`src/rtl/cls381_meas_sched.sv`:
```
// CLS381 colour-sensor measurement scheduler: periodic read requests, capture, dominant-colour flags.
// Optional CLS_DEBOUNCE_EN: flags change only after DEBOUNCE_N consecutive matching results.
module cls381_meas_sched #(
    parameter int SAMPLE_PERIOD = 1000,
    parameter int RD_TIMEOUT    = 4096,
    parameter int DEBOUNCE_N    = 4
) (
    input  logic        i2c_clk,
    input  logic        sys_rst_n,
    input  logic        cfg_done,
    input  logic        rd_done,
    input  logic [23:0] data_r,
    input  logic [23:0] data_g,
    input  logic [23:0] data_b,
    output logic        rd_req,
    output logic        r_valid,
    output logic        g_valid,
    output logic        b_valid,
    output logic [1:0]  color_code,
    output logic [15:0] meas_cnt,
    output logic        timeout_err
);

    localparam int CMAX = (SAMPLE_PERIOD > RD_TIMEOUT) ? SAMPLE_PERIOD : RD_TIMEOUT;
    localparam int CW   = $clog2(CMAX + 1);
    localparam logic [CW-1:0] WAIT_LAST = CW'(SAMPLE_PERIOD - 1);
    localparam logic [CW-1:0] TO_LAST   = CW'(RD_TIMEOUT - 1);

    localparam logic [1:0] C_NONE  = 2'b00;
    localparam logic [1:0] C_RED   = 2'b01;
    localparam logic [1:0] C_GREEN = 2'b10;
    localparam logic [1:0] C_BLUE  = 2'b11;

    typedef enum logic [2:0] {IDLE, WAIT, REQ, BUSY, EVAL} state_t;

    state_t         state_q;
    logic [CW-1:0]  cnt_q;
    logic           cfg_q;
    logic           rd_req_q;
    logic [2:0]     flags_q;
    logic [1:0]     code_q;
    logic [15:0]    meas_q;
    logic           tmo_q;
    logic [23:0]    r_q, g_q, b_q;
    logic [1:0]     cls_d;

`ifdef CLS_DEBOUNCE_EN
    localparam logic [3:0] DB_N = 4'(DEBOUNCE_N);
    logic [3:0] match_q;
    logic [3:0] match_d;
    logic [1:0] prev_q;
`endif

    function automatic logic [2:0] flags_of(input logic [1:0] c);
        case (c)
            C_RED:   return 3'b100;
            C_GREEN: return 3'b010;
            C_BLUE:  return 3'b001;
            default: return 3'b000;
        endcase
    endfunction

    // Zero-extended 25-bit operands so the pairwise sums cannot wrap.
    logic [24:0] r_ext, g_ext, b_ext;
    assign r_ext = {1'b0, r_q};
    assign g_ext = {1'b0, g_q};
    assign b_ext = {1'b0, b_q};

    always_comb begin
        cls_d = C_NONE;
        if (r_ext > g_ext + b_ext)
            cls_d = C_RED;
        else if (g_ext > r_ext + b_ext)
            cls_d = C_GREEN;
        else if (b_ext > r_ext + g_ext)
            cls_d = C_BLUE;
    end

`ifdef CLS_DEBOUNCE_EN
    always_comb begin
        match_d = 4'd1;
        if (cls_d == prev_q)
            match_d = (match_q == 4'hF) ? 4'hF : match_q + 4'd1;
    end
`endif

    always_ff @(posedge i2c_clk or negedge sys_rst_n) begin
        if (!sys_rst_n) begin
            state_q  <= IDLE;
            cnt_q    <= '0;
            cfg_q    <= 1'b0;
            rd_req_q <= 1'b0;
            flags_q  <= 3'b000;
            code_q   <= C_NONE;
            meas_q   <= 16'h0000;
            tmo_q    <= 1'b0;
            r_q      <= 24'h0;
            g_q      <= 24'h0;
            b_q      <= 24'h0;
`ifdef CLS_DEBOUNCE_EN
            match_q  <= 4'd0;
            prev_q   <= C_NONE;
`endif
        end else begin
            cfg_q    <= cfg_done;
            rd_req_q <= 1'b0;
            if (!cfg_done && state_q != IDLE) begin
                // Abort: any outstanding read is dropped; counters/sticky error survive.
                state_q <= IDLE;
                cnt_q   <= '0;
                flags_q <= 3'b000;
                code_q  <= C_NONE;
`ifdef CLS_DEBOUNCE_EN
                match_q <= 4'd0;
                prev_q  <= C_NONE;
`endif
            end else begin
                case (state_q)
                    IDLE: begin
                        // cfg_done must be seen on two consecutive edges before scheduling starts.
                        if (cfg_done && cfg_q) begin
                            state_q <= WAIT;
                            cnt_q   <= '0;
                        end
                    end
                    WAIT: begin
                        if (cnt_q == WAIT_LAST) begin
                            state_q  <= REQ;
                            rd_req_q <= 1'b1;
                            cnt_q    <= '0;
                        end else begin
                            cnt_q <= cnt_q + 1'b1;
                        end
                    end
                    REQ: begin
                        state_q <= BUSY;
                        cnt_q   <= '0;
                    end
                    BUSY: begin
                        if (rd_done) begin
                            r_q     <= data_r;
                            g_q     <= data_g;
                            b_q     <= data_b;
                            state_q <= EVAL;
                        end else if (cnt_q == TO_LAST) begin
                            tmo_q   <= 1'b1;
                            state_q <= WAIT;
                            cnt_q   <= '0;
                        end else begin
                            cnt_q <= cnt_q + 1'b1;
                        end
                    end
                    EVAL: begin
                        meas_q  <= meas_q + 16'h0001;
                        state_q <= WAIT;
                        cnt_q   <= '0;
`ifdef CLS_DEBOUNCE_EN
                        prev_q  <= cls_d;
                        match_q <= match_d;
                        if (match_d >= DB_N && cls_d != code_q) begin
                            code_q  <= cls_d;
                            flags_q <= flags_of(cls_d);
                        end
`else
                        code_q  <= cls_d;
                        flags_q <= flags_of(cls_d);
`endif
                    end
                    default: state_q <= IDLE;
                endcase
            end
        end
    end

    assign rd_req      = rd_req_q;
    assign r_valid     = flags_q[2];
    assign g_valid     = flags_q[1];
    assign b_valid     = flags_q[0];
    assign color_code  = code_q;
    assign meas_cnt    = meas_q;
    assign timeout_err = tmo_q;

endmodule
```
`config.mk`:
```
export PLATFORM = sky130hd
export DESIGN_NAME = cls381_meas_sched
export DESIGN_NICKNAME = d
export VERILOG_FILES = /design/src/rtl/cls381_meas_sched.sv
export SDC_FILE = /design/constraint.sdc
export NUM_CORES = 1
export LEC_CHECK = 0
export CAP_MARGIN = 20
export CORE_MARGIN = 2
export CORE_UTILIZATION = 45
export DETAILED_ROUTE_END_ITERATION = 16
export GPL_TIMING_DRIVEN = 1
export PLACE_DENSITY = 0.66
export RECOVER_POWER = 100
export SKIP_CTS_REPAIR_TIMING = 1
export SYNTH_ARGS = -nofsm -noshare
export SYNTH_HDL_FRONTEND = slang
export SYNTH_SLANG_ARGS = --single-unit
```
`constraint.sdc`:
```
create_clock -name i2c_clk -period 4.5 [get_ports i2c_clk]
set_input_delay 1.35 -clock i2c_clk [delete_from_list [all_inputs] [get_ports i2c_clk]]
set_output_delay 1.35 -clock i2c_clk [all_outputs]
set_load 0.05 [all_outputs]
```
== Word level (Yosys, flattened, before mapping) ==
Index checks and enable logic that the tools add are counted.
Operators by class
  order comparisons: 3
  reduce and logical (&&, ||, !) cells: 13
  bitwise gates (word level): 2
  equal/unequal tests: 13
  muxes and demuxes: 23
  add/subtract/negate cells: 5
Operators by type and width (count)
  adder 24 x 24 -> 25 bit: 3
  > comparator 24 x 25 -> 1 bit: 3
  2-to-1 mux 13 bit: 5
  one-hot mux 13 bit (4 select lines): 1
  2-to-1 mux 3 bit: 7
  adder 16 x 1 -> 16 bit (second input constant): 1
  one-hot mux 3 bit (5 select lines): 1
  adder 13 x 1 -> 13 bit (second input constant): 1
  equality test 13 x 10 -> 1 bit (second input constant): 1
  equality test 13 x 12 -> 1 bit (second input constant): 1
  2-to-1 mux 2 bit: 5
  != test 3 bit (second input constant): 3
  one-hot mux 3 bit (3 select lines): 1
  AND reduction 3 bit: 3
  equality test 3 x 2 -> 1 bit (second input constant): 2
  nonzero test 5 bit: 1
  equality test 2 bit (second input constant): 2
  != test 4 bit (second input constant): 1
  AND reduction 4 bit: 1
  equality test 3 x 1 -> 1 bit (second input constant): 1
  equality test 3 bit (second input constant): 1
  logical NOT 3 bit: 1
  2-to-1 mux 1 bit: 3
  nonzero test 3 bit: 1
  7 further kinds: 9
Word-level totals
  register bits after elaboration: 112
  bits of input ports: 76

== Logic depth before layout (Yosys ltp) ==
Gate-level depths: netlist of the first run.
  depth after elaboration: 9
  depth in mapped cells: 19
  gate-level depth less buffers: 19

== Worst setup path after synthesis of the first run ==
No wires, ideal clock.
  path kind: register to register
  start point: register r_q[0]
  end point: register code_q[1] (netlist: color_code[1])
  stages on the path, launching flop included: 20
  library setup time: 96 ps
  slack: 441 ps
  arrival: 3963 ps
  data required time: 4404 ps
  clock period less this slack: 4059 ps
  cell sequence: dfrtp_1 ha_1 fa_1 a21o_1 a41oi_1 and4_1 nor4_1 o21ba_2 o21ai_0 a21oi_1 xnor2_1 ha_1 nand4_1 nor4_1 a221o_1 or3_1 o31ai_1 a221oi_1 o21ba_2 o31ai_1
Between the ends
  longest elaborated chain between the ends: 7
  elaborated cells on any way between the ends: 10
  classes of those cells: add/sub (2); order compare (3); mux (5)
Ends and longest elaborated chain
  start: declaration: RTL line 44  | logic [23:0] r_q, g_q, b_q;
  start signal: assignment: RTL line 141  | r_q <= data_r;
  adder 24 x 24 -> 25 bit: RTL line 75  | else if (b_ext > r_ext + g_ext)
  > comparator 24 x 25 -> 1 bit: RTL line 75
  2-to-1 mux 2 bit: RTL line 75
  2-to-1 mux 2 bit: RTL line 73  | else if (g_ext > r_ext + b_ext)
  2-to-1 mux 2 bit *: RTL line 71  | if (r_ext > g_ext + b_ext)
  2-to-1 mux 2 bit *: RTL line 118  | case (state_q)
  2-to-1 mux 2 bit *: RTL line 107  | if (!cfg_done && state_q != IDLE) begin
  end signal: assignment: RTL line 165  | code_q <= cls_d;
  end: declaration: RTL line 41  | logic [1:0] code_q;
Mark *: on every way between the ends. The rest lies on a longest branch, timed or not. The select of a mux whose other input is x is not followed.
A chain may end at the register's enable or synchronous reset.

== Final worst setup path of the first run ==
  start point: register g_q[1]
  end point: register code_q[1] (netlist: color_code[1])
Between the ends
  longest elaborated chain between the ends: 7
  elaborated cells on any way between the ends: 10
  classes of those cells: add/sub (2); order compare (3); mux (5)
Ends and longest elaborated chain
  start: declaration: RTL line 44
  start signal: assignment: RTL line 142  | g_q <= data_g;
  adder 24 x 24 -> 25 bit: RTL line 75
  > comparator 24 x 25 -> 1 bit: RTL line 75
  2-to-1 mux 2 bit: RTL line 75
  2-to-1 mux 2 bit: RTL line 73
  2-to-1 mux 2 bit *: RTL line 71
  2-to-1 mux 2 bit *: RTL line 118
  2-to-1 mux 2 bit *: RTL line 107
Marks and branches as above.

==> results of run 1 <==
final timing paths:
kind	end	start	depth (start not counted)	slack (ns)
max in group asynchronous	meas_cnt[14]$_DFFE_PN0P_	sys_rst_n	2	1.61
min in group asynchronous	r_q[5]$_DFFE_PN0P_	sys_rst_n	1	1.02
hold / removal	meas_cnt[15]$_DFFE_PN0P_	meas_cnt[15]$_DFFE_PN0P_	1	0.48
setup / recovery	color_code[1]$_DFFE_PN0P_	g_q[1]$_DFFE_PN0P_	20	0.11
setup reg to reg	color_code[1]$_DFFE_PN0P_	g_q[1]$_DFFE_PN0P_	20	0.11
hold reg to reg	meas_cnt[15]$_DFFE_PN0P_	meas_cnt[15]$_DFFE_PN0P_	1	0.48
critical path, delay by kind of cell, from the launching register on:
kind / cells / cell delay [ns]
AO/OA/AOI/OAI: 10 / 1.76
XOR/XNOR: 1 / 0.18
flip-flops: 1 / 0.43
AND/OR/NAND/NOR: 5 / 1.01
adder cells (fa/ha/maj): 2 / 0.63
buffers and inverters: 2 / 0.26
sequential cells by signal, indices dropped and copies added (netlist names):
| name | cells |
|---|---|
| state_q | 3 |
| color_code | 2 |
| flags_q | 3 |
| cfg_q | 1 |
| b_q | 24 |
| timeout_err | 1 |
| meas_cnt | 16 |
| cnt_q | 13 |
| r_q | 24 |
| rd_req | 1 |
| g_q | 24 |
metal layers:
layer / routed length [um] / global-route usage, %
met1: 12250 / 32.72
met2: 11550 / 36.88
met5: 0 / 0
met4: 655 / 7.000
met3: 1123 / 3.221
power by group through the flow:
stage	combinational [mW]	clock (mW)	sequential, mW
after floorplan	0.0173	0	1.03
after global placement	0.110	0	1.03
after detailed placement	0.110	0	1.03
after CTS	0.111	0.855	1.01
after global routing	0.119	0.881	1.01
final	0.106	0.826	1.01
cells in the mapped netlist, drive strengths merged, types with 2 or more instances:
library cell	n	area share [%]
a221oi	2	0.19
or3	5	0.33
and2	4	0.27
o311a	3	0.32
nand2	286	11
a211oi	14	1.1
o311ai	2	0.19
and4	3	0.28
ha	146	19
a21oi	76	4.1
o21bai	9	0.72
dfrtp	112	30
o21ai	68	3.7
o21ba	2	0.21
nor2	50	2.0
xor2	44	4.1
nand2b	11	0.73
inv	30	1.2
and3	10	0.67
or2	3	0.20
and4b	2	0.21
a21boi	2	0.16
nor3b	2	0.16
a22o	2	0.19
nand3	32	1.7
nor3	17	0.91
clkbuf	21	0.84
o21a	8	0.64
a21o	33	2.6
nand4	24	1.6
o2111ai	2	0.19
nor2b	5	0.33
a41o	2	0.21
nor4	7	0.47
xnor2	36	3.4
a31oi	10	0.83
o41ai	4	0.37
fa	3	0.64
a211o	5	0.47
buf	4	0.17
a311oi	3	0.28
o211ai	3	0.24
o31ai	11	0.93
layout make-up:
cell class / count / area, sq um / share of cell area (%)
Tap cell: 270 / 337.8 / 2.926
Inverter: 31 / 116.4 / 1.008
Multi-Input combinational cell: 966 / 6620 / 57.33
Clock buffer: 9 / 225.2 / 1.950
Clock inverter: 7 / 90.09 / 0.7802
Sequential cell: 112 / 2808 / 24.31
Timing Repair Buffer: 148 / 1350 / 11.69
cell families (layout without fill, tap and decap cells):
| kind of cell | count (synthesis) | after routing | synth area share, % |
|---|---|---|---|
| AND/OR/NAND/NOR | 465 | 465 | 21.64 |
| buffers and inverters | 56 | 195 | 2.252 |
| flip-flops | 112 | 112 | 29.85 |
| adder cells (fa/ha/maj) | 149 | 149 | 20.09 |
| AO/OA/AOI/OAI | 271 | 271 | 18.59 |
| XOR/XNOR | 80 | 80 | 7.462 |
| multiplexers | 1 | 1 | 0.1199 |
stage by stage:
| step | setup TNS [ns] | area (sq um) |
|---|---|---|
| after global placement | -0.1088 | 10910 |
| after global routing | -0.1364 | 11550 |
| after floorplan | 0 | 9390 |
| final | 0 | 11550 |
| after detailed placement | -0.5885 | 10910 |
| after CTS | -0.7759 | 11230 |
==> metrics.yaml, run 1 <==
power_and_ir_drop:
  switchingPower_mw: 0.4728
  p_int_mw: 1.469
  seqPwrFrac_pct: 52.0
  p_leak_nw: 5.965
  power_mw: 1.942
  powerDensity_nw_per_um2: 168.1
  swShare_pct: 24.35
  vdd_drop_max_mv: 0.1583
  p_clk_share_pct: 42.5
  p_comb_share_pct: 5.5
synthesis:
  synthArstFlopShare_pct: 100.0
  yosysSeqAreaShare_pct: 29.85
  yosys_most_used_dff: "dfrtp_1"
  synth_nets: 1359
  synth_edf_count: 0
  syn-instance-count: 1134
  netlist_area_sq_um: 9390
  yosysWarnings: 0
  avgSynthCellArea_sq_um: 8.281
  ys_ff_latch: 112
  yosysUniqueCellTypes: 67
global_routing:
  first_global_vias: 8297
  antenna_found_initial: 0
  overflow: 0
  grt_pass1_wl_mm: 41.07
  grt_max_degree: 68
  track_usage_pct: 23.12
drt:
  post_drt_via_cell_ratio: 5.580
  first_pass_iters: 5
  wire_per_inst_um: 16.57
  drc_errors: 0
  vias: 8610
  ant_nets: 0
  routed_wl_mm: 25.57
  drtIter0Drc: 459
finish:
  drive_gt1_share_pct: 9.505
  layout_commonest_cell: "nand2_1"
  num-fill-cells: 1865
  fin_nets: 1493
  stdcell_count: 1543
  final_util_pct: 56.70
  antenna_cells: 0
  layout_common_cells: "nand2_1, ha_1, dfrtp_1, clkdlybuf4s50_1, a21oi_1"
  syn2layout_area_growth_pct: 22.97
timing:
  finalClockSkew_ns: 0.007347
  fin_ws_ns: 0.1120
  hold_violations: 0
  relSlewSlack_pct: 3.505
  max_freq_ghz: 0.2279
  finalMaxSlewViolations: 0
  final.min_clock_period_ns: 4.388
  setup-violations-final: 0
  worstMarginPinSlew_ns: 1.447
  fin_crit_sh_pct: 97.51
  timing.hold.ws_ns: 0.4804
clock_tree:
  cts_tree: "built"
  cts-root-buf: "clkbuf_16"
  htreeDepth: 3
  cts_buffers: 9
  clockBufferDepth: 2
  path_clk_slew_ns: 0.08
  worst_skew_pair.late_latency_ns: 0.37
  clock_sinks: 112
floorplan:
  die_h_um: 148.5
  die_area_sq_um: 22040
  core_sq_um: 20360
  initial_utilization_pct: 46.11
  fp.dieW_um: 148.5
  rows: 52
  io_pins: 99
worst_setup_path:
  cpMaxStageDelayCell: "dfrtp_2"
  path_cells: "buf_6 > buf_4 > fa_2 > a21o_1 > a41oi_2 > and4_1 > nor2_1 > a21oi_1 > o21bai_1 > a21oi_1 > xor2_1 > ha_1 > nand4_1 > nor4_4 > a221o_1 > or3_1 > o31ai_2 > a221oi_2 > o21ba_4 > o31ai_1"
  crit_type: "register to register"
  critPathMaxFanout: 3
  cp_data_arrival_time_ns: 4.64
  max_stage_delay_ns: 0.43
  cpMostUsedCell: "a21oi_1"
  startpoint_type: "register"
  crit_required_ns: 4.75
  cp-end-kind: "register"
outcome:
  status: "finished, final reports clean"
place:
  dpl.cell_count: 1515
  dpl.hpwl_mm: 19.87
  post-place-ws_ns: -0.2011
  gp_congestion: 0.9758
  io_buffers: 98
hold_path:
  hp-class: "register to register"
run:
  maxCapViolCount: 0
Power figures use the tool's default switching activity.
==> run 2: changes to the inputs <==
--- a/config.mk
+++ b/config.mk
@@ -6,11 +6,11 @@
 export NUM_CORES = 1
 export LEC_CHECK = 0
 export CAP_MARGIN = 20
-export CORE_MARGIN = 2
 export CORE_UTILIZATION = 45
+export CTS_CLUSTER_DIAMETER = 200
 export DETAILED_ROUTE_END_ITERATION = 16
+export DONT_BUFFER_PORTS = 1
 export GPL_TIMING_DRIVEN = 1
-export PLACE_DENSITY = 0.66
 export RECOVER_POWER = 100
 export SKIP_CTS_REPAIR_TIMING = 1
 export SYNTH_ARGS = -nofsm -noshare
==> metrics.yaml, run 2 (synthesis gave the netlist of run 1 again) <==
place:
  placed_area_sq_um: 10010
  dpl.hpwl_mm: 19.26
  io_buffers: 0
  gp_congestion: 0.9409
  dpl.cell_count: 1429
drt:
  drc_errors: 0
  post_drt_via_cell_ratio: 5.633
  ant_nets: 0
  routed_wl_mm: 25.23
  first_pass_iters: 5
  wire_per_inst_um: 17.36
  drtIter0Drc: 543
  vias: 8185
clock_tree:
  htreeDepth: 3
  worst_skew_pair.late_latency_ns: 0.37
  cts_tree: "built"
  cts-root-buf: "clkbuf_16"
  clock_sinks: 112
  path_clk_slew_ns: 0.09
  cts_buffers: 9
  clockBufferDepth: 2
timing:
  fin_crit_sh_pct: 98.58
  hold_violations: 0
  setup-violations-final: 0
  worstMarginPinSlew_ns: 1.468
  max_freq_ghz: 0.2254
  finalMaxSlewViolations: 0
  grt_setup_unrepaired: "yes"
  finalClockSkew_ns: 0.01010
  fin_tns_setup_ns: 0
  final.min_clock_period_ns: 4.436
  relSlewSlack_pct: 2.117
finish:
  syn2layout_area_growth_pct: 14.12
  layout_common_cells: "nand2_1, ha_1, dfrtp_1, a21oi_1, o21ai_0"
  antenna_cells: 0
  fin_nets: 1403
  layout_top_registers: "b_q: 24 flops, g_q: 24 flops, r_q: 24 flops"
  layout_commonest_cell: "nand2_1"
  drive_gt1_share_pct: 11.92
  stdcell_count: 1453
  num-fill-cells: 1957
  postLayoutCellArea_sq_um: 10720
run:
  maxCapViolCount: 0
global_routing:
  antenna_found_initial: 0
  grt_max_degree: 113
  grt_busiest_layer: "met2"
  grt_util_met1_pct: 33.52
  grt_util_met2_pct: 38.07
  grt_pass1_wl_mm: 40.54
  overflow: 0
  first_global_vias: 7836
  grtUsageMet3_pct: 3.063
  track_usage_pct: 23.66
worst_setup_path:
  critPathBufInv: 3
  cp_top_family: "compound AO/OA/AOI/OAI gates"
  cp-end-kind: "register"
  rr_endpoint: "color_code[1]$_DFFE_PN0P_"
  path_cells: "buf_6 > ha_4 > a21o_1 > a21oi_2 > nor2b_2 > o41ai_2 > buf_4 > a22oi_2 > buf_4 > nor2b_4 > a31oi_2 > xor2_1 > ha_1 > nand4_1 > nor4_4 > a221o_1 > or3_1 > o31ai_2 > a221oi_2 > o21ba_4 > o31ai_2"
  cp_data_arrival_time_ns: 4.68
  critPathMaxFanout: 3
  rrSetupSlack_ns: 0.06
  cpMaxStageDelayCell: "dfrtp_1"
  startpoint_type: "register"
  crit_type: "register to register"
  crit_required_ns: 4.74
  max_stage_delay_ns: 0.41
  r2r_cells: 21
  r2r-start: "g_q[1]$_DFFE_PN0P_"
power_and_ir_drop:
  power_mw: 1.849
  powerDensity_nw_per_um2: 172.5
  vdd_drop_max_mv: 0.1573
  p_leak_nw: 5.567
hold_path:
  min_to: "cnt_q[1]$_DFFE_PN0P_"
  min_from: "cnt_q[1]$_DFFE_PN0P_"
  hold_depth: 2
  hp-class: "register to register"
floorplan:
  die_h_um: 146.5
  core_sq_um: 20360
  initial_utilization_pct: 46.11
  fp.dieW_um: 146.5
  io_pins: 99
  rows: 52
  die_area_sq_um: 21450
outcome:
  status: "finished, final reports clean"
-- run 2: cell types whose count changed in the layout (fill, tap and decap cells not counted), sizes merged --
| cell | change |
|---|---|
| clkdlybuf4s50 | -73 |
| dlygate4sd3 | -24 |
| buf | +9 |
| clkbuf | -2 |
| inv | +2 |
| clkinv | -1 |
| clkinvlp | -1 |
-- run 2: worst max path at each step --
stage                       startpoint                         to  slack [ns]  cells past startpoint
finish              g_q[1]$_DFFE_PN0P_  color_code[1]$_DFFE_PN0P_        0.06                     21
global route        g_q[1]$_DFFE_PN0P_     flags_q[0]$_DFFE_PN0P_       -0.12                     21
CTS                 r_q[0]$_DFFE_PN0P_     flags_q[0]$_DFFE_PN0P_       -0.39                     20
detailed placement  r_q[0]$_DFFE_PN0P_  color_code[1]$_DFFE_PN0P_       -0.38                     20
global placement    r_q[0]$_DFFE_PN0P_     flags_q[0]$_DFFE_PN0P_       -0.26                     20
floorplan           r_q[0]$_DFFE_PN0P_  color_code[1]$_DFFE_PN0P_        0.44                     19
-- run 2: worst reg2reg max path, cell delays in order (launching register included) --
cell and delay (ns):
dfrtp_1 0.41, buf_6 0.14, ha_4 0.20, a21o_1 0.17, a21oi_2 0.18, nor2b_2 0.07, o41ai_2 0.35, buf_4 0.18
a22oi_2 0.09, buf_4 0.17, nor2b_4 0.13, a31oi_2 0.19, xor2_1 0.18, ha_1 0.27, nand4_1 0.19, nor4_4 0.09
a221o_1 0.31, or3_1 0.38, o31ai_2 0.22, a221oi_2 0.10, o21ba_4 0.24, o31ai_2 0.05
-- run 2: cell type report --
type,count,area (sq um),share of cell area [%]
clock buffers,9,225.2,2.102
inverters,31,116.4,1.086
clock inverters,7,75.07,0.7005
multi-input cells,966,6716,62.67
flip-flops and latches,112,2805,26.18
repair buffers,58,440.4,4.110
well taps,270,337.8,3.152
-- run 2: where the power goes --
| group | internal (mW) | switching, mW | total [mW] |
|---|---|---|---|
| logic | 0.00784 | 0.0130 | 0.0208 |
| clock network | 0.394 | 0.424 | 0.818 |
| registers | 1.01 | 0.00217 | 1.01 |
| total | 1.41 | 0.439 | 1.85 |
-- run 2: metrics by stage --
step	worst slack [ns]	utilization (%)	hold WS (ns)
after floorplan	0.4408	-	0.4661
after global placement	-0.2640	49.17	0.4919
after detailed placement	-0.3820	49.17	0.5089
after CTS	-0.3910	50.65	0.5302
after global routing	-0.1223	52.62	0.5689
final	0.06386	52.62	0.5244
-- run 2: layer usage --
layer  up-vias  share of wire (%)
met5         -                  0
met4         0                1.4
met3        19                3.3
met2       150                 46
met1      3869                 49
li1       4147                  -
